===== src/rtl/in_ram_rd_ctrl_pkg.sv =====
// Shared constants and types for the input-RAM read sequencer.
package in_ram_pkg;

    localparam int DWIDTH = 160;        // RAM word / stream data width
    localparam int AWIDTH = 6;          // RAM address width
    localparam int WORDS  = 64;         // RAM depth, addresses wrap modulo WORDS
    localparam int LEN_W  = AWIDTH + 1; // burst length 0..WORDS needs one extra bit

    typedef enum logic [1:0] {
        ST_IDLE = 2'd0,
        ST_RUN  = 2'd1,
        ST_DONE = 2'd2
    } state_t;

endpackage


===== src/rtl/in_ram_rd_ctrl_if.sv =====
// Command, RAM read port and output stream of the read sequencer.
// master = the sequencer, slave = whoever drives commands, RAM data and m_ready.
interface in_ram_rd_ctrl_if;
    import in_ram_pkg::*;

    logic              start;
    logic [AWIDTH-1:0] base_addr;
    logic [LEN_W-1:0]  len;
    logic              busy;
    logic              done;
    logic [AWIDTH-1:0] raddr;
    logic [DWIDTH-1:0] rdat;
    logic              m_valid;
    logic [DWIDTH-1:0] m_data;
    logic              m_last;
    logic              m_ready;

    modport master (
        input  start, base_addr, len, rdat, m_ready,
        output busy, done, raddr, m_valid, m_data, m_last
    );

    modport slave (
        output start, base_addr, len, rdat, m_ready,
        input  busy, done, raddr, m_valid, m_data, m_last
    );

endinterface


===== src/rtl/in_ram_rd_ctrl_rd_skid_fifo.sv =====
// Two-entry FIFO of {last, data} holding RAM words that came back while
// downstream was stalled. Head entry is a register, so the stream output
// has no combinational path from rdat.
module rd_skid_fifo
    import in_ram_pkg::*;
#(
    parameter int W = DWIDTH + 1
) (
    input  logic         clk,
    input  logic         rst,
    input  logic         i_push,
    input  logic [W-1:0] i_data,
    input  logic         i_pop,
    output logic [W-1:0] o_data,
    output logic         o_valid,
    output logic [1:0]   o_count
);

    logic [1:0][W-1:0] r_mem;
    logic              r_wptr;
    logic              r_rptr;
    logic [1:0]        r_count;
    logic              w_push;
    logic              w_pop;

    // Pop only a real entry; a push into a full FIFO is accepted only
    // if the head leaves in the same cycle.
    assign w_pop  = i_pop & (r_count != 2'd0);
    assign w_push = i_push & ((r_count != 2'd2) | w_pop);

    // Storage, pointers and occupancy.
    always_ff @(posedge clk or posedge rst) begin
        if (rst) begin
            r_mem   <= '0;
            r_wptr  <= 1'b0;
            r_rptr  <= 1'b0;
            r_count <= 2'd0;
        end else begin
            if (w_push) begin
                r_mem[r_wptr] <= i_data;
                r_wptr        <= ~r_wptr;
            end
            if (w_pop) begin
                r_rptr <= ~r_rptr;
            end
            case ({w_push, w_pop})
                2'b10:   r_count <= r_count + 2'd1;
                2'b01:   r_count <= r_count - 2'd1;
                default: r_count <= r_count;
            endcase
        end
    end

    assign o_data  = r_mem[r_rptr];
    assign o_valid = (r_count != 2'd0);
    assign o_count = r_count;

endmodule


===== src/rtl/in_ram_rd_ctrl.sv =====
// Read-side sequencer for the matrix input RAM: issues a burst of read
// addresses, absorbs the 1-cycle RAM latency and streams words out over
// valid/ready with full backpressure.
//
// r_raddr always points at the next word to read, so a read "issues" in
// the cycle the address is already on the RAM port; its data returns one
// cycle later (r_inflight) and is pushed into the skid FIFO. The credit
// check counts this cycle's pop, which keeps one word per cycle flowing
// while still guaranteeing the 2-entry FIFO can never overflow.
module in_ram_rd_ctrl
    import in_ram_pkg::*;
(
    input logic               clk,
    input logic               rst,
    in_ram_rd_ctrl_if.master  bus
);

    localparam logic [LEN_W-1:0]  ONE_L = LEN_W'(1);
    localparam logic [AWIDTH-1:0] ONE_A = AWIDTH'(1);

    state_t             r_state;
    state_t             w_state_nxt;
    logic [LEN_W-1:0]   r_len;
    logic [LEN_W-1:0]   r_issued;
    logic [LEN_W-1:0]   r_pushed;
    logic [AWIDTH-1:0]  r_raddr;
    logic               r_inflight;

    logic               w_start_ok;
    logic               w_issue;
    logic               w_pop;
    logic               w_last_beat;
    logic               w_push_last;
    logic               w_fifo_valid;
    logic [1:0]         w_fifo_cnt;
    logic [DWIDTH:0]    w_head;
    logic [2:0]         w_credit;

    // start is honoured whenever not busy (IDLE or the DONE cycle).
    assign w_start_ok  = (r_state != ST_RUN) & bus.start;
    assign w_pop       = w_fifo_valid & bus.m_ready;
    assign w_last_beat = w_pop & w_head[DWIDTH];

    // Occupancy after this cycle's pop, including the word returning now.
    // A pop implies count>=1, so the subtraction cannot wrap.
    assign w_credit = {1'b0, w_fifo_cnt} + {2'b00, r_inflight} - {2'b00, w_pop};
    assign w_issue  = (r_state == ST_RUN) & (r_issued < r_len) & (w_credit < 3'd2);

    // Tag the word whose sequence index is len-1.
    assign w_push_last = (r_pushed == (r_len - ONE_L));

    // FSM state register.
    always_ff @(posedge clk or posedge rst) begin
        if (rst) begin
            r_state <= ST_IDLE;
        end else begin
            r_state <= w_state_nxt;
        end
    end

    // Next state plus busy/done decode.
    always_comb begin
        w_state_nxt = r_state;
        bus.busy    = 1'b0;
        bus.done    = 1'b0;
        case (r_state)
            ST_IDLE: begin
                if (bus.start) begin
                    w_state_nxt = (bus.len != '0) ? ST_RUN : ST_DONE;
                end
            end
            ST_RUN: begin
                bus.busy = 1'b1;
                if (w_last_beat) begin
                    w_state_nxt = ST_DONE;
                end
            end
            ST_DONE: begin
                bus.done = 1'b1;
                if (bus.start) begin
                    w_state_nxt = (bus.len != '0) ? ST_RUN : ST_DONE;
                end else begin
                    w_state_nxt = ST_IDLE;
                end
            end
            default: w_state_nxt = ST_IDLE;
        endcase
    end

    // Burst bookkeeping: latch the command, advance the read address and
    // track issued / returned word counts.
    always_ff @(posedge clk or posedge rst) begin
        if (rst) begin
            r_len      <= '0;
            r_issued   <= '0;
            r_pushed   <= '0;
            r_raddr    <= '0;
            r_inflight <= 1'b0;
        end else begin
            r_inflight <= w_issue;
            if (w_start_ok) begin
                if (bus.len != '0) begin
                    r_len    <= bus.len;
                    r_issued <= '0;
                    r_pushed <= '0;
                    r_raddr  <= bus.base_addr;
                end
            end else begin
                if (w_issue) begin
                    r_issued <= r_issued + ONE_L;
                    // Stay on the final address once the burst is fully issued.
                    if ((r_issued + ONE_L) < r_len) begin
                        r_raddr <= r_raddr + ONE_A;
                    end
                end
                if (r_inflight) begin
                    r_pushed <= r_pushed + ONE_L;
                end
            end
        end
    end

    rd_skid_fifo #(
        .W (DWIDTH + 1)
    ) u_fifo (
        .clk     (clk),
        .rst     (rst),
        .i_push  (r_inflight),
        .i_data  ({w_push_last, bus.rdat}),
        .i_pop   (w_pop),
        .o_data  (w_head),
        .o_valid (w_fifo_valid),
        .o_count (w_fifo_cnt)
    );

    assign bus.raddr   = r_raddr;
    assign bus.m_valid = w_fifo_valid;
    assign bus.m_data  = w_head[DWIDTH-1:0];
    assign bus.m_last  = w_fifo_valid & w_head[DWIDTH];

endmodule

===== src/flat_wrapper.sv =====
// flat-port wrapper written by rule: the top's interface ports become plain ports
module in_ram_rd_ctrl_flat import in_ram_pkg::*;
  (clk, rst, bus_start, bus_base_addr, bus_len, bus_rdat, bus_m_ready, bus_busy, bus_done, bus_raddr, bus_m_valid, bus_m_data, bus_m_last);
  in_ram_rd_ctrl_if bus_i ();
  input logic clk;
  input logic rst;
  input wire logic [$bits(bus_i.start)-1:0] bus_start;
  input wire logic [$bits(bus_i.base_addr)-1:0] bus_base_addr;
  input wire logic [$bits(bus_i.len)-1:0] bus_len;
  input wire logic [$bits(bus_i.rdat)-1:0] bus_rdat;
  input wire logic [$bits(bus_i.m_ready)-1:0] bus_m_ready;
  output wire logic [$bits(bus_i.busy)-1:0] bus_busy;
  output wire logic [$bits(bus_i.done)-1:0] bus_done;
  output wire logic [$bits(bus_i.raddr)-1:0] bus_raddr;
  output wire logic [$bits(bus_i.m_valid)-1:0] bus_m_valid;
  output wire logic [$bits(bus_i.m_data)-1:0] bus_m_data;
  output wire logic [$bits(bus_i.m_last)-1:0] bus_m_last;
  assign bus_i.start = bus_start;
  assign bus_i.base_addr = bus_base_addr;
  assign bus_i.len = bus_len;
  assign bus_i.rdat = bus_rdat;
  assign bus_i.m_ready = bus_m_ready;
  assign bus_busy = bus_i.busy;
  assign bus_done = bus_i.done;
  assign bus_raddr = bus_i.raddr;
  assign bus_m_valid = bus_i.m_valid;
  assign bus_m_data = bus_i.m_data;
  assign bus_m_last = bus_i.m_last;
  in_ram_rd_ctrl u_core (.clk(clk), .rst(rst), .bus(bus_i));
endmodule

===== config.mk =====
export PLATFORM = sky130hd
export DESIGN_NAME = in_ram_rd_ctrl_flat
export DESIGN_NICKNAME = d
export VERILOG_FILES = /design/src/rtl/in_ram_rd_ctrl_pkg.sv /design/src/rtl/in_ram_rd_ctrl_if.sv /design/src/rtl/in_ram_rd_ctrl_rd_skid_fifo.sv /design/src/rtl/in_ram_rd_ctrl.sv /design/src/flat_wrapper.sv
export SDC_FILE = /design/constraint.sdc
export NUM_CORES = 1
export LEC_CHECK = 0
export ABC_AREA = 1
export ABC_CLOCK_PERIOD_IN_PS = 11300
export CORE_AREA = 3 3 248 274
export DETAILED_ROUTE_END_ITERATION = 16
export DIE_AREA = 0 0 251 277
export DONT_BUFFER_PORTS = 1
export SETUP_SLACK_MARGIN = 0.2
export SKIP_CTS_REPAIR_TIMING = 1
export SYNTH_ARGS = -nofsm -noshare
export SYNTH_HDL_FRONTEND = slang
export SYNTH_SLANG_ARGS = --single-unit
export TNS_END_PERCENT = 1

===== constraint.sdc =====
create_clock -name clk -period 11.3 [get_ports clk]
set_input_delay 2.26 -clock clk [delete_from_list [all_inputs] [get_ports clk]]
set_output_delay 2.26 -clock clk [all_outputs]
set_load 0.03 [all_outputs]

### Word level (Yosys, flattened, before mapping)

Index checks and enable logic that the tools add are counted.

* order comparisons: 6
* reduce and logical (&&, ||, !) cells: 13
* equal/unequal tests: 10
* multiplexer cells: 22
* bitwise gates (word level): 11
* add/sub/neg operators: 8

Operators by type and width (count)
* 161-bit two-way mux: 3
* 322-bit bitwise mux: 1
* 161-bit demux with 1-bit select: 1
* 7-bit two-way mux: 5
* 6-bit two-way mux: 4
* 7-bit by 1-bit adder with 7-bit output, second input constant: 2
* 7-bit less-than comparator: 2
* 2-bit nonzero test: 5
* 1-bit AND: 8
* 2-bit two-way mux: 4
* 2-bit AND reduction: 4
* 7-bit equality test: 1
* 7-bit nonzero test: 1
* 7-bit by 1-bit subtractor with 7-bit output, second input constant: 1
* 6-bit by 1-bit adder with 6-bit output, second input constant: 1
* 2-bit != test, second input constant: 3
* 2-bit case mux with 3 select lines: 1
* 2-bit by 1-bit equality test with 1-bit output, second input constant: 2
* 2-bit equality test, second input constant: 2
* 1-bit by 2-bit less-than comparator with 1-bit output, second input constant: 2
* 2-bit by 1-bit != test with 1-bit output, second input constant: 2
* 2-bit case mux with 2 select lines: 1
* 2-bit by 1-bit adder with 3-bit output: 1
* 3-bit by 2-bit less-than comparator with 1-bit output, second input constant: 1
* other kinds (10): 12

* logic and storage cells: 81
* register bits after elaboration: 356

### Logic depth before layout (Yosys ltp)

Gate-level depths: netlist of the first run.

* depth after elaboration: 7
* gate-level depth with buffers: 16
* gate-level depth less buffers: 16

### Modules after synthesis

From an unflattened synthesis of the first run, not the netlist that was laid out.

* cell total of the unflattened synthesis: 2263
* area, all modules: 17559.3 um^2

By module, submodules not included
* rd_skid_fifo: instances 1, cells each 1976, seq. area each 8157.8 um^2, area an instance 15386.0 um^2
* in_ram_rd_ctrl: instances 1, cells each 287, seq. area each 750.7 um^2, area an instance 2173.3 um^2

### Worst setup path after synthesis of the first run

OpenSTA, ideal clock, no wires.

* kind: input -> register
* from: in bus_m_ready
* to: reg u_core.r_raddr[2] (netlist: u_core.bus.raddr[2])
* setup time: 0.119 ns
* path slack: 6.858 ns
* arrival time: 4.323 ns
* data required time: 11.181 ns
* path buffers: 0
* stages: 12
* cells stage by stage: nand2_2 -> inv_1 -> ha_1 -> or2_2 -> fa_1 -> inv_1 -> nor2_1 -> nand4_1 -> nand2_2 -> nand2_1 -> nand2_1 -> nand2_1

* cells in the longest elaborated chain, start to end: 6

RTL lines
* from (decl): line flat_wrapper.sv:11 `input wire logic [$bits(bus_i.m_ready)-1:0] bus_m_ready;`
* 1-bit AND: line in_ram_rd_ctrl.sv:41 `assign w_pop = w_fifo_valid & bus.m_ready;`
* 3-bit by 1-bit subtractor with 3-bit output: line in_ram_rd_ctrl.sv:46 `assign w_credit = {1'b0, w_fifo_cnt} + {2'b00, r_inflight} - {2'b00, w_pop};`
* 3-bit by 2-bit less-than comparator with 1-bit output: line in_ram_rd_ctrl.sv:47 `assign w_issue = (r_state == ST_RUN) & (r_issued < r_len) & (w_credit < 3'd2);`
* 1-bit AND: line in_ram_rd_ctrl.sv:47
* 2-bit nonzero test (no line)
* 3-bit AND reduction (no line)
* to (signal assigned): line in_ram_rd_ctrl.sv:106 `r_raddr <= bus.base_addr;`
* to (signal assigned): line in_ram_rd_ctrl.sv:113 `r_raddr <= r_raddr + ONE_A;`
* to (decl): line in_ram_rd_ctrl.sv:26 `logic [AWIDTH-1:0] r_raddr;`

Every way passes these cells.
A chain may end at the register's enable or synchronous reset.

### Worst setup path in the final report of the first run

* from: reg u_core.u_fifo.r_rptr
* to: out bus_m_data[157]

* cells in the longest elaborated chain, start to end: 2

RTL lines
* from (decl): line in_ram_rd_ctrl_rd_skid_fifo.sv:21 `logic r_rptr;`
* from (signal assigned): line in_ram_rd_ctrl_rd_skid_fifo.sv:44 `r_rptr <= ~r_rptr;`
* 161-bit two-way mux (not written as such) (2 in a row): line in_ram_rd_ctrl_rd_skid_fifo.sv:54 `assign o_data = r_mem[r_rptr];`
* to (decl): line flat_wrapper.sv:16 `output wire logic [$bits(bus_i.m_data)-1:0] bus_m_data;`

Every way passes these cells. The select of a mux whose other input is x is not followed.

==> results of run 1 <==
worst min path at each step:
stage                                                     from                                    to  cells after the start
after global routing      u_core.u_fifo.r_mem[174]$_DFFE_PP0P_  u_core.u_fifo.r_mem[174]$_DFFE_PP0P_                      2
after global placement    u_core.u_fifo.r_mem[186]$_DFFE_PP0P_  u_core.u_fifo.r_mem[186]$_DFFE_PP0P_                      2
after CTS                 u_core.u_fifo.r_mem[184]$_DFFE_PP0P_  u_core.u_fifo.r_mem[184]$_DFFE_PP0P_                      2
after detailed placement  u_core.u_fifo.r_mem[184]$_DFFE_PP0P_  u_core.u_fifo.r_mem[184]$_DFFE_PP0P_                      2
after floorplan           u_core.u_fifo.r_mem[183]$_DFFE_PP0P_  u_core.u_fifo.r_mem[183]$_DFFE_PP0P_                      2
final                     u_core.u_fifo.r_mem[167]$_DFFE_PP0P_  u_core.u_fifo.r_mem[167]$_DFFE_PP0P_                      2
where the power goes:
part           switching (mW)  internal [mW]  leakage, nW
clock                   0.529          0.811        0.676
combinational            1.99          0.578         4.29
sequential              0.335           1.85         4.48
state kept, by name (all words and copies together), names as in the netlist:
register,count
u_core.r_state,2
u_core.r_inflight,1
u_core.u_fifo.r_mem,322
u_core.u_fifo.r_wptr,1
u_core.r_len,7
u_core.u_fifo.o_count,2
u_core.u_fifo.r_rptr,1
u_core.bus.raddr,6
u_core.r_issued,7
u_core.r_pushed,7
per-layer routing:
layer  vias to the layer above  track usage
li1                       6179            -
met1                      5781       0.1542
met2                       339       0.1854
met3                        62      0.03362
met4                         0      0.03392
met5                         -            0
synth_stat cells (all sizes together):
cell type / number
nand2: 895
dfrtp: 356
o21ai: 341
inv: 204
buf: 58
clkbuf: 47
nand3: 32
nor2: 25
ha: 18
a21oi: 11
xor2: 9
xnor2: 7
nand4: 4
o22ai: 3
or2: 3
mux2i: 2
nor3: 2
o21bai: 2
a21o: 1
clkinv: 1
fa: 1
nand3b: 1
cell type report:
type                       count  area [µm²]  share of cell area
multi-input combinational   1357        6048              0.3305
clock buffer                  59        1246             0.06809
inverter                     205       790.8             0.04321
sequential                   356        8912              0.4870
timing repair buffer          14       117.6            0.006426
tap                          850        1064             0.05811
clock inverter                12       122.6            0.006700
worst max-delay path: stages, from the launching register on:
cell and delay [ns]:
dfrtp_4 0.65, inv_4 0.50, buf_4 0.84, nand2_1 0.11, nand2_1 0.38
kinds of logic after synthesis:
kind of cell	share of synthesized area
compound gates	0.1175
xor+xnor	0.008599
fa+ha+maj	0.01505
buf+inv	0.08223
flops	0.5466
mux	0.001228
simple gates	0.2287
layout by cell type (no fill, tap or decap), types with 3 or more instances in the layout:
master	instances
inv_1	198
ha_1	18
dfrtp_1	355
o21ai_0	163
o21ai_1	148
clkbuf_1	5
xnor2_1	7
clkbuf_8	11
a21oi_1	11
o22ai_1	3
nand4_1	4
clkinvlp_4	3
nand2_1	891
clkbuf_16	43
xor2_1	9
nor2_1	23
nand2_2	3
clkinv_2	6
buf_4	13
nand3_1	31
o21ai_2	30
or2_2	3
==> out/metrics.yaml, run 1 <==
synthesis:
  synth_top_cells_by_area: "dfrtp_1, nand2_1, o21ai_0, inv_1, o21ai_1"
  synth_area_per_cell_um2: 8.056
  yosysWarningCount: 0
  synthesis.instances: 2023
  synth.ff_latch_count: 356
  synth_nets: 2219
  number_of_different_library_cells_in_the_post_synthesis_netlist: 32
  synth.top_cell.area_share: 0.5466
  syn-cell-area_mm2: 0.01630
  yosys.area.top_type: "dfrtp_1"
  yosysSeqAreaShare: 0.5466
die:
  floorplan.initialDensity: 0.2498
  die_h_um: 277
  design.die.area_mm2: 0.06953
  chipWidth_um: 251
  floorplan.io_pins: 347
  row_count: 98
  core_area_mm2: 0.06523
clock_network:
  clock-sinks: 356
  clock-root-buffer: "clkbuf_16"
  cts.clk_slew.worst_paths_ns: 0.06
  clock_tree.buffer_depth: 3
  cts-buffers-inserted: 42
  clkLatencyLatePin_ns: 0.54
  tritoncts: "built"
  cts_htree_levels: 2
setup_path:
  cp_data_arrival_time_ns: 3.08
  reg2reg_setup_slack_ns: 7.43
  crit_path_max_fanout: 83
  timing.rr.start: "u_core.u_fifo.o_count[1]$_DFFE_PP0P_"
  critPathKind: "reg -> out"
  critical_path.reg2reg.endpoint: "u_core.u_fifo.r_mem[52]$_DFFE_PP0P_"
  critical_path.startpoint_type: "flip-flop"
  critPathRequiredTime_ns: 9.04
  crit_path_end: "bus_m_data[157]"
  length_in_cells_of_the_worst_reg_to_reg_path: 12
  timing.critical_path.to_type: "primary output"
  crit_start: "u_core.u_fifo.r_rptr$_DFFE_PP0P_"
drt:
  drcViolationCount: 0
  wirelength_um: 41300
  viasPerCell: 4.333
  vias: 12360
  post_drt_wl_per_cell_um: 14.48
  firstDrtPassIters: 6
  drt_first_iter_violations: 903
  top_layer_used: "met4"
  met2_wirelength_from_detailed_routing_um: 18840
  drtAntennaViolNets: 0
  route.layer.met1.wl_um: 18470
  routed-wl-met3_um: 2949
placement:
  hpwlAfterDp_um: 27350
  place.detailed.instances: 2782
  placed_area_mm2: 0.01693
  numPortBuffers: 0
  routabilityCongestion: 0.7598
  place_ws_ns: 5.936
sta:
  final_max_slew_viol_count: 0
  fin_skew_ns: 0.01347
  timing.final.ws_setup_ns: 5.960
  timing.final.hold_violations: 0
  holdWs_ns: 0.4685
  unrepaired_setup_endpoints_after_global_routing: "false"
  worst_pin_slew_ns: 1.147
  post-route-period-util: 0.4726
  timing.final.setup_violations: 0
  slew_headroom: 0.2270
  final.min_clock_period_ns: 5.340
  timing.fmax_mhz: 187.3
  final.setup.tns_ns: 0
outcome:
  outcome: "finished, final reports clean"
final_layout:
  proportion_of_layout_cells_with_a_drive_suffix_above_1: 0.06340
  post-route-cell-area_mm2: 0.01830
  final_cells: 2853
  areaGrowthSynthToFinish_pct: 12.30
  final_standard_cell_utilization_of_the_core: 0.2806
  num-fill-cells: 7092
  antennaDiodeCount: 0
  design.final.nets: 2172
global_routing:
  globalRouteTotalUtil: 0.1166
  grt_max_degree: 144
  global_route.overflow_total: 0
  antenna_found_initial: 0
  grt_pass1_wl_um: 66320
  first_global_vias: 11570
pwr:
  cellPowerDensity_mw_per_mm2: 332.9
  power_leakage_nw: 9.443
  irDropWorstVdd_mv: 0.1531
  total_power_mw: 6.092
min_path:
  hp-class: "reg -> reg"
job:
  maxCapViolations: 0
Power figures use the tool's default switching activity.
==> run 2, diff against run 1 <==
Settings changed: ABC_CLOCK_PERIOD_IN_PS 11300 to 5100.
Clock period 11.3 ns to 5.1 ns, I/O delays scaled along.
==> run 2 against run 1 <==
  * Register-to-register slack worse by 5.6 ns
  * Critical path depth unchanged
  * Setup slack worse by 4.5 ns
  * Combinational power up 120%
  * Core utilization up 0.15 points
  * Clock power up 130%
  * Clock skew down 0.0043 ns
  * Critical path type unchanged
==> out/metrics.yaml, run 2 (synthesized netlist as in run 1, its figures left out) <==
outcome:
  outcome: "finished, final reports clean"
drt:
  wirelength_um: 41490  # +0.45%
  drcViolationCount: 0  # unchanged
  post_drt_wl_per_cell_um: 14.54  # +0.41%
  firstDrtPassIters: 5  # -1
  route.layer.met1.wl_um: 17750  # -3.9%
  vias: 12270  # -0.71%
  drt_first_iter_violations: 809  # -10%
  top_layer_used: "met4"
  viasPerCell: 4.300  # -0.75%
  met2_wirelength_from_detailed_routing_um: 19370  # +2.8%
  routed-wl-met3_um: 3109  # +5.4%
  drtAntennaViolNets: 0  # unchanged
global_routing:
  grt_pass1_wl_um: 67070  # +1.1%
  antenna_found_initial: 0  # unchanged
  first_global_vias: 12010  # +3.8%
  grt_max_degree: 148  # +2.8%
  globalRouteTotalUtil: 0.1179  # +0.001258
  global_route.overflow_total: 0  # unchanged
die:
  floorplan.io_pins: 347  # unchanged
  floorplan.initialDensity: 0.2498  # unchanged
  die_h_um: 277  # unchanged
  chipWidth_um: 251  # unchanged
  core_area_mm2: 0.06523  # unchanged
  row_count: 98  # unchanged
  design.die.area_mm2: 0.06953  # unchanged
sta:
  timing.final.hold_violations: 0  # unchanged
  post-route-period-util: 0.7180
  fin_skew_ns: 0.009214  # -0.004254 ns
  slew_headroom: 0.2048  # -0.02221
  final_max_slew_viol_count: 0  # unchanged
  timing.final.setup_violations: 0  # unchanged
  worst_pin_slew_ns: 1.180  # +0.03296 ns
  final.min_clock_period_ns: 3.662
  holdWs_ns: 0.4483  # -0.02019 ns
  final.setup.tns_ns: 0  # unchanged
  timing.fmax_mhz: 273.1
  unrepaired_setup_endpoints_after_global_routing: "false"
  timing.final.ws_setup_ns: 1.438  # -4.522 ns
pwr:
  power.sequential.fraction: 0.363  # +0.004
  power_leakage_nw: 9.489  # +0.49%
  logic_gate_share_of_total_power: 0.414  # -0.007
  clk_pwr_share: 0.223  # +0.003
  irDropWorstVdd_mv: 0.3671  # +140%
  power.switching_fraction: 0.4634  # -0.004817
  p_int_mw: 7.280  # +120%
  power_switching_mw: 6.288  # +120%
  cellPowerDensity_mw_per_mm2: 737.5  # +120%
setup_path:
  crit_path_max_fanout: 65  # -22%
  critPathRequiredTime_ns: 4.08  # -4.96 ns
  critPathKind: "reg -> out"
  critical_path.reg2reg.endpoint: "u_core.bus.raddr[4]$_DFFE_PP0P_"
  reg2reg_setup_slack_ns: 1.78  # -5.65 ns
  timing.critical_path.to_type: "primary output"
  length_in_cells_of_the_worst_reg_to_reg_path: 14  # +2
  cp_data_arrival_time_ns: 2.64  # -0.44 ns
  critical_path.startpoint_type: "flip-flop"
  timing.rr.start: "u_core.u_fifo.o_count[1]$_DFFE_PP0P_"
final_layout:
  antennaDiodeCount: 0  # unchanged
  largest_reg_flops: 322  # unchanged
  proportion_of_layout_cells_with_a_drive_suffix_above_1: 0.06238  # -0.001030
  post-route-cell-area_mm2: 0.01840  # +0.53%
  final_common_cell: "nand2_1"
  areaGrowthSynthToFinish_pct: 12.89
  design.final.nets: 2171  # -0.046%
  mostFrequentLayoutCells: "nand2_1, dfrtp_1, inv_1"
  max_flop_register: "u_core.u_fifo.r_mem"
  num-fill-cells: 7055  # -0.52%
  final_cells: 2854  # +0.035%
clock_network:
  cts.clk_slew.worst_paths_ns: 0.06  # about the same
  cts_htree_levels: 2  # unchanged
  cts-buffers-inserted: 40  # -4.8%
  clock_tree.buffer_depth: 3  # unchanged
  clock-root-buffer: "clkbuf_16"
  clkLatencyLatePin_ns: 0.53  # about the same
  tritoncts: "built"
  clock-sinks: 356  # unchanged
placement:
  place_ws_ns: 1.549  # -4.387 ns
  place.detailed.instances: 2783  # +0.036%
  numPortBuffers: 0  # unchanged
  hpwlAfterDp_um: 27860  # +1.9%
  placed_area_mm2: 0.01702  # +0.49%
  routabilityCongestion: 0.7910  # +4.1%
min_path:
  hp-class: "in -> async"
job:
  maxCapViolations: 0  # unchanged
[run 2: power groups by stage]
stage	clock [mW]	combinational (mW)	sequential [mW]
6_report	3.03	5.62	4.92
5_1_grt	3.26	6.32	5.09
4_1_cts	3.16	5.73	4.92
3_5_place_dp	0	5.72	4.96
3_3_place_gp	0	5.64	4.94
2_1_floorplan	0	4.91	4.68
[run 2: worst max-delay path by stage]
stage	end	startpoint	slack, ns	cells after the start
5_1_grt	bus_m_data[52]	u_core.u_fifo.r_rptr$_DFFE_PP0P_	1.21	4
6_report	bus_m_data[76]	u_core.u_fifo.r_rptr$_DFFE_PP0P_	1.44	4
2_1_floorplan	u_core.bus.raddr[0]$_DFFE_PP0P_	rst	-0.69	1
4_1_cts	bus_m_data[54]	u_core.u_fifo.r_rptr$_DFFE_PP0P_	1.32	4
3_3_place_gp	u_core.bus.raddr[2]$_DFFE_PP0P_	bus_m_ready	1.59	12
3_5_place_dp	u_core.bus.raddr[4]$_DFFE_PP0P_	bus_m_ready	1.55	12
[run 2: per-layer routing]
layer,track usage,up-vias
met5,0,-
met4,0.03958,0
met3,0.03813,75
met2,0.1909,321
met1,0.1482,5697
li1,-,6180
[run 2: area by class of cell]
type,count,area (µm²),area share
sequential,356,8912,0.4844
multi-input combinational,1357,6048,0.3288
clock buffer,59,1194,0.06488
tap,850,1064,0.05781
inverter,205,790.8,0.04298
timing repair buffer,15,200.2,0.01088
clock inverter,12,188.9,0.01027
[run 2: per-stage QoR]
step | total power [mW] | utilization
2_1_floorplan | 9.597 | -
3_3_place_gp | 10.58 | 0.2608
3_5_place_dp | 10.68 | 0.2608
4_1_cts | 13.81 | 0.2820
5_1_grt | 14.66 | 0.2820
6_report | 13.57 | 0.2820
[run 2: critical path: stages, from the launching register on]
cell     delay (ns)
dfrtp_4        0.71
inv_4          0.61
buf_12         0.32
nand2_1        0.11
nand2_1        0.26
==> run 3, diff against run 2 <==
Settings changed: ABC_CLOCK_PERIOD_IN_PS 5100 to 3280.
Clock period 5.1 ns to 3.28 ns, I/O delays scaled along.
==> run 3 against run 2 <==
  * Core utilization is 0.82 points higher
  * Power rose by 60%
  * First-iteration DRC count rose by 7.8%
  * Clock power increased by 50%
  * Final area grew 2.9%
  * Via count up 2.8%
  * Global-route usage grew 0.24 points
  * Sequential share of layout area shrank 1.4 points
  * Hold slack got worse by 0.31 ns
  * Count of clock-buffer cells in the layout is the same
  * Critical endpoint is now bus_m_data[107]
  * Largest cell class unchanged
  * Highest routed layer unchanged
==> out/metrics.yaml, run 3 (synthesized netlist as in run 1, its figures left out) <==
placement:
  place_ws_ns: 0.3701  # -1.179 ns
  place.detailed.instances: 2851  # +2.4%
  routabilityCongestion: 0.7591  # -4.0%
  numPortBuffers: 0  # unchanged
  hpwlAfterDp_um: 28710  # +3.0%
clock_network:
  clock_tree.buffer_depth: 3  # unchanged
  clkLatencyLatePin_ns: 0.54  # about the same
  clock-root-buffer: "clkbuf_16"
  tritoncts: "built"
  clock-sinks: 356  # unchanged
  cts-buffers-inserted: 41  # +2.5%
  cts_htree_levels: 2  # unchanged
  cts.clk_slew.worst_paths_ns: 0.06  # about the same
pwr:
  power.switching_fraction: 0.4580  # -0.005424
  clk_pwr_share: 0.210  # -0.013
  power.sequential.fraction: 0.345  # -0.018
  power_switching_mw: 9.947  # +58%
  p_int_mw: 11.77  # +62%
  power_leakage_nw: 9.835  # +3.6%
  logic_gate_share_of_total_power: 0.445  # +0.031
  cellPowerDensity_mw_per_mm2: 1147  # +56%
  irDropWorstVdd_mv: 0.5353  # +46%
job:
  maxCapViolations: 0  # unchanged
drt:
  post_drt_wl_per_cell_um: 14.52  # -0.14%
  wirelength_um: 42460  # +2.3%
  firstDrtPassIters: 6  # +1
  drtAntennaViolNets: 0  # unchanged
  vias: 12620  # +2.8%
  viasPerCell: 4.314  # +0.32%
  drt_first_iter_violations: 872  # +7.8%
  drcViolationCount: 0  # unchanged
sta:
  worst_pin_slew_ns: 0.8249  # -0.3554 ns
  final.min_clock_period_ns: 2.876
  timing.final.hold_violations: 0  # unchanged
  timing.final.setup_violations: 0  # unchanged
  holdWs_ns: 0.1430  # -0.3053 ns
  fin_skew_ns: 0.01526  # +0.006050 ns
  post-route-period-util: 0.8768
  timing.final.ws_setup_ns: 0.4042  # -1.034 ns
  slew_headroom: 0.4501  # +0.2453
  timing.fmax_mhz: 347.7
  final_max_slew_viol_count: 0  # unchanged
  unrepaired_setup_endpoints_after_global_routing: "false"
die:
  core_area_mm2: 0.06523  # unchanged
  floorplan.io_pins: 347  # unchanged
  floorplan.initialDensity: 0.2498  # unchanged
  die_h_um: 277  # unchanged
  row_count: 98  # unchanged
  chipWidth_um: 251  # unchanged
  design.die.area_mm2: 0.06953  # unchanged
setup_path:
  cpMaxStageDelayCell: "dfrtp_4"
  path_cells: "inv_4 -> buf_12 -> nand2_1 -> nand2_1"
  timing.critical_path.to_type: "primary output"
  crit_path_max_fanout: 53  # -18%
  critPathRequiredTime_ns: 2.62  # -1.46 ns
  timing.rr.start: "u_core.u_fifo.o_count[1]$_DFFE_PP0P_"
  cp_slowest_stage_delay_ns: 0.52  # -0.19 ns
  critical_path.reg2reg.endpoint: "u_core.bus.raddr[1]$_DFFE_PP0P_"
  reg2reg_setup_slack_ns: 0.49  # -1.29 ns
  worst_path_dominant_cell_family: "buffers and inverters"
  length_in_cells_of_the_worst_reg_to_reg_path: 14  # unchanged
  critical_path.startpoint_type: "flip-flop"
  critPathKind: "reg -> out"
  timing.critical_path.mode_cell: "nand2_1"
  cp_data_arrival_time_ns: 2.22  # -0.42 ns
  critical_path_buffer_and_inverter_count: 2  # unchanged
final_layout:
  areaGrowthSynthToFinish_pct: 16.18
  final_common_cell: "nand2_1"
  antennaDiodeCount: 0  # unchanged
  proportion_of_layout_cells_with_a_drive_suffix_above_1: 0.09542  # +0.03305
  design.final.nets: 2242  # +3.3%
  final_cells: 2925  # +2.5%
  largest_reg_flops: 322  # unchanged
  max_flop_register: "u_core.u_fifo.r_mem"
  mostFrequentLayoutCells: "nand2_1, dfrtp_1, inv_1"
global_routing:
  grt_pass1_wl_um: 68210  # +1.7%
  first_global_vias: 12330  # +2.7%
  global_route.overflow_total: 0  # unchanged
  globalRouteTotalUtil: 0.1203  # +0.002429
  antenna_found_initial: 0  # unchanged
  grt_max_degree: 126  # -15%
min_path:
  hp-class: "in -> async"
outcome:
  outcome: "finished, final reports clean"
[run 3: changes by cell type in the layout (fill, tap and decap cells not counted)]
cell	change
clkbuf_1	-1
clkinv_4	+1
clkbuf_8	+1
inv_2	+1
inv_1	-1
clkinv_2	+2
nand2_4	+1
clkinvlp_4	+1
buf_4	+67
buf_12	+3
nand2_2	-1
bufinv_16	-2
inv_6	-1
[run 3: metal layers]
layer  vias up  track usage  wire [µm]
li1       6318            -          -
met1      5915       0.1486      17820
met2       327       0.2058      20700
met3        58      0.03503       3061
met4         0      0.03035        873
met5         -            0          0
[run 3: how the worst max path moves through the flow]
stage	endpoint	slack, ns	startpoint	cells past startpoint
floorplan	u_core.bus.raddr[0]$_DFFE_PP0P_	-2.15	rst	1
detailed placement	u_core.bus.raddr[2]$_DFFE_PP0P_	0.37	u_core.u_fifo.o_count[1]$_DFFE_PP0P_	14
global placement	u_core.bus.raddr[1]$_DFFE_PP0P_	0.41	bus_m_ready	12
CTS	bus_m_last	0.31	u_core.u_fifo.r_rptr$_DFFE_PP0P_	3
finish	bus_m_data[107]	0.40	u_core.u_fifo.r_rptr$_DFFE_PP0P_	4
global route	bus_m_data[101]	0.24	u_core.u_fifo.r_rptr$_DFFE_PP0P_	4
[run 3: through the flow]
stage | power (mW) | util | TNS, ns | instance area (µm²)
6_report | 21.72 | 0.2902 | 0 | 18930
5_1_grt | 23.43 | 0.2902 | 0 | 18930
4_1_cts | 21.99 | 0.2899 | 0 | 18910
3_5_place_dp | 17.28 | 0.2692 | 0 | 17560
3_3_place_gp | 17.10 | 0.2692 | 0 | 17560
2_1_floorplan | 14.92 | - | -764.09 | 16300
[run 3: power by group through the flow]
stage	Combinational [mW]	Sequential (mW)	Clock, mW
2_1_floorplan	7.64	7.28	0
3_3_place_gp	9.62	7.48	0
3_5_place_dp	9.74	7.53	0
4_1_cts	9.77	7.48	4.74
5_1_grt	10.8	7.73	4.92
6_report	9.67	7.48	4.56
[run 3: layout make-up]
| type | instances | area (µm²) |
|---|---|---|
| Clock buffer | 59 | 1204 |
| Clock inverter | 13 | 146.4 |
| Fill cell | 7046 | 46300 |
| Inverter | 205 | 790.8 |
| Multi-Input combinational cell | 1357 | 6053 |
| Sequential cell | 356 | 8912 |
| Tap cell | 850 | 1064 |
| Timing Repair Buffer | 85 | 763.2 |
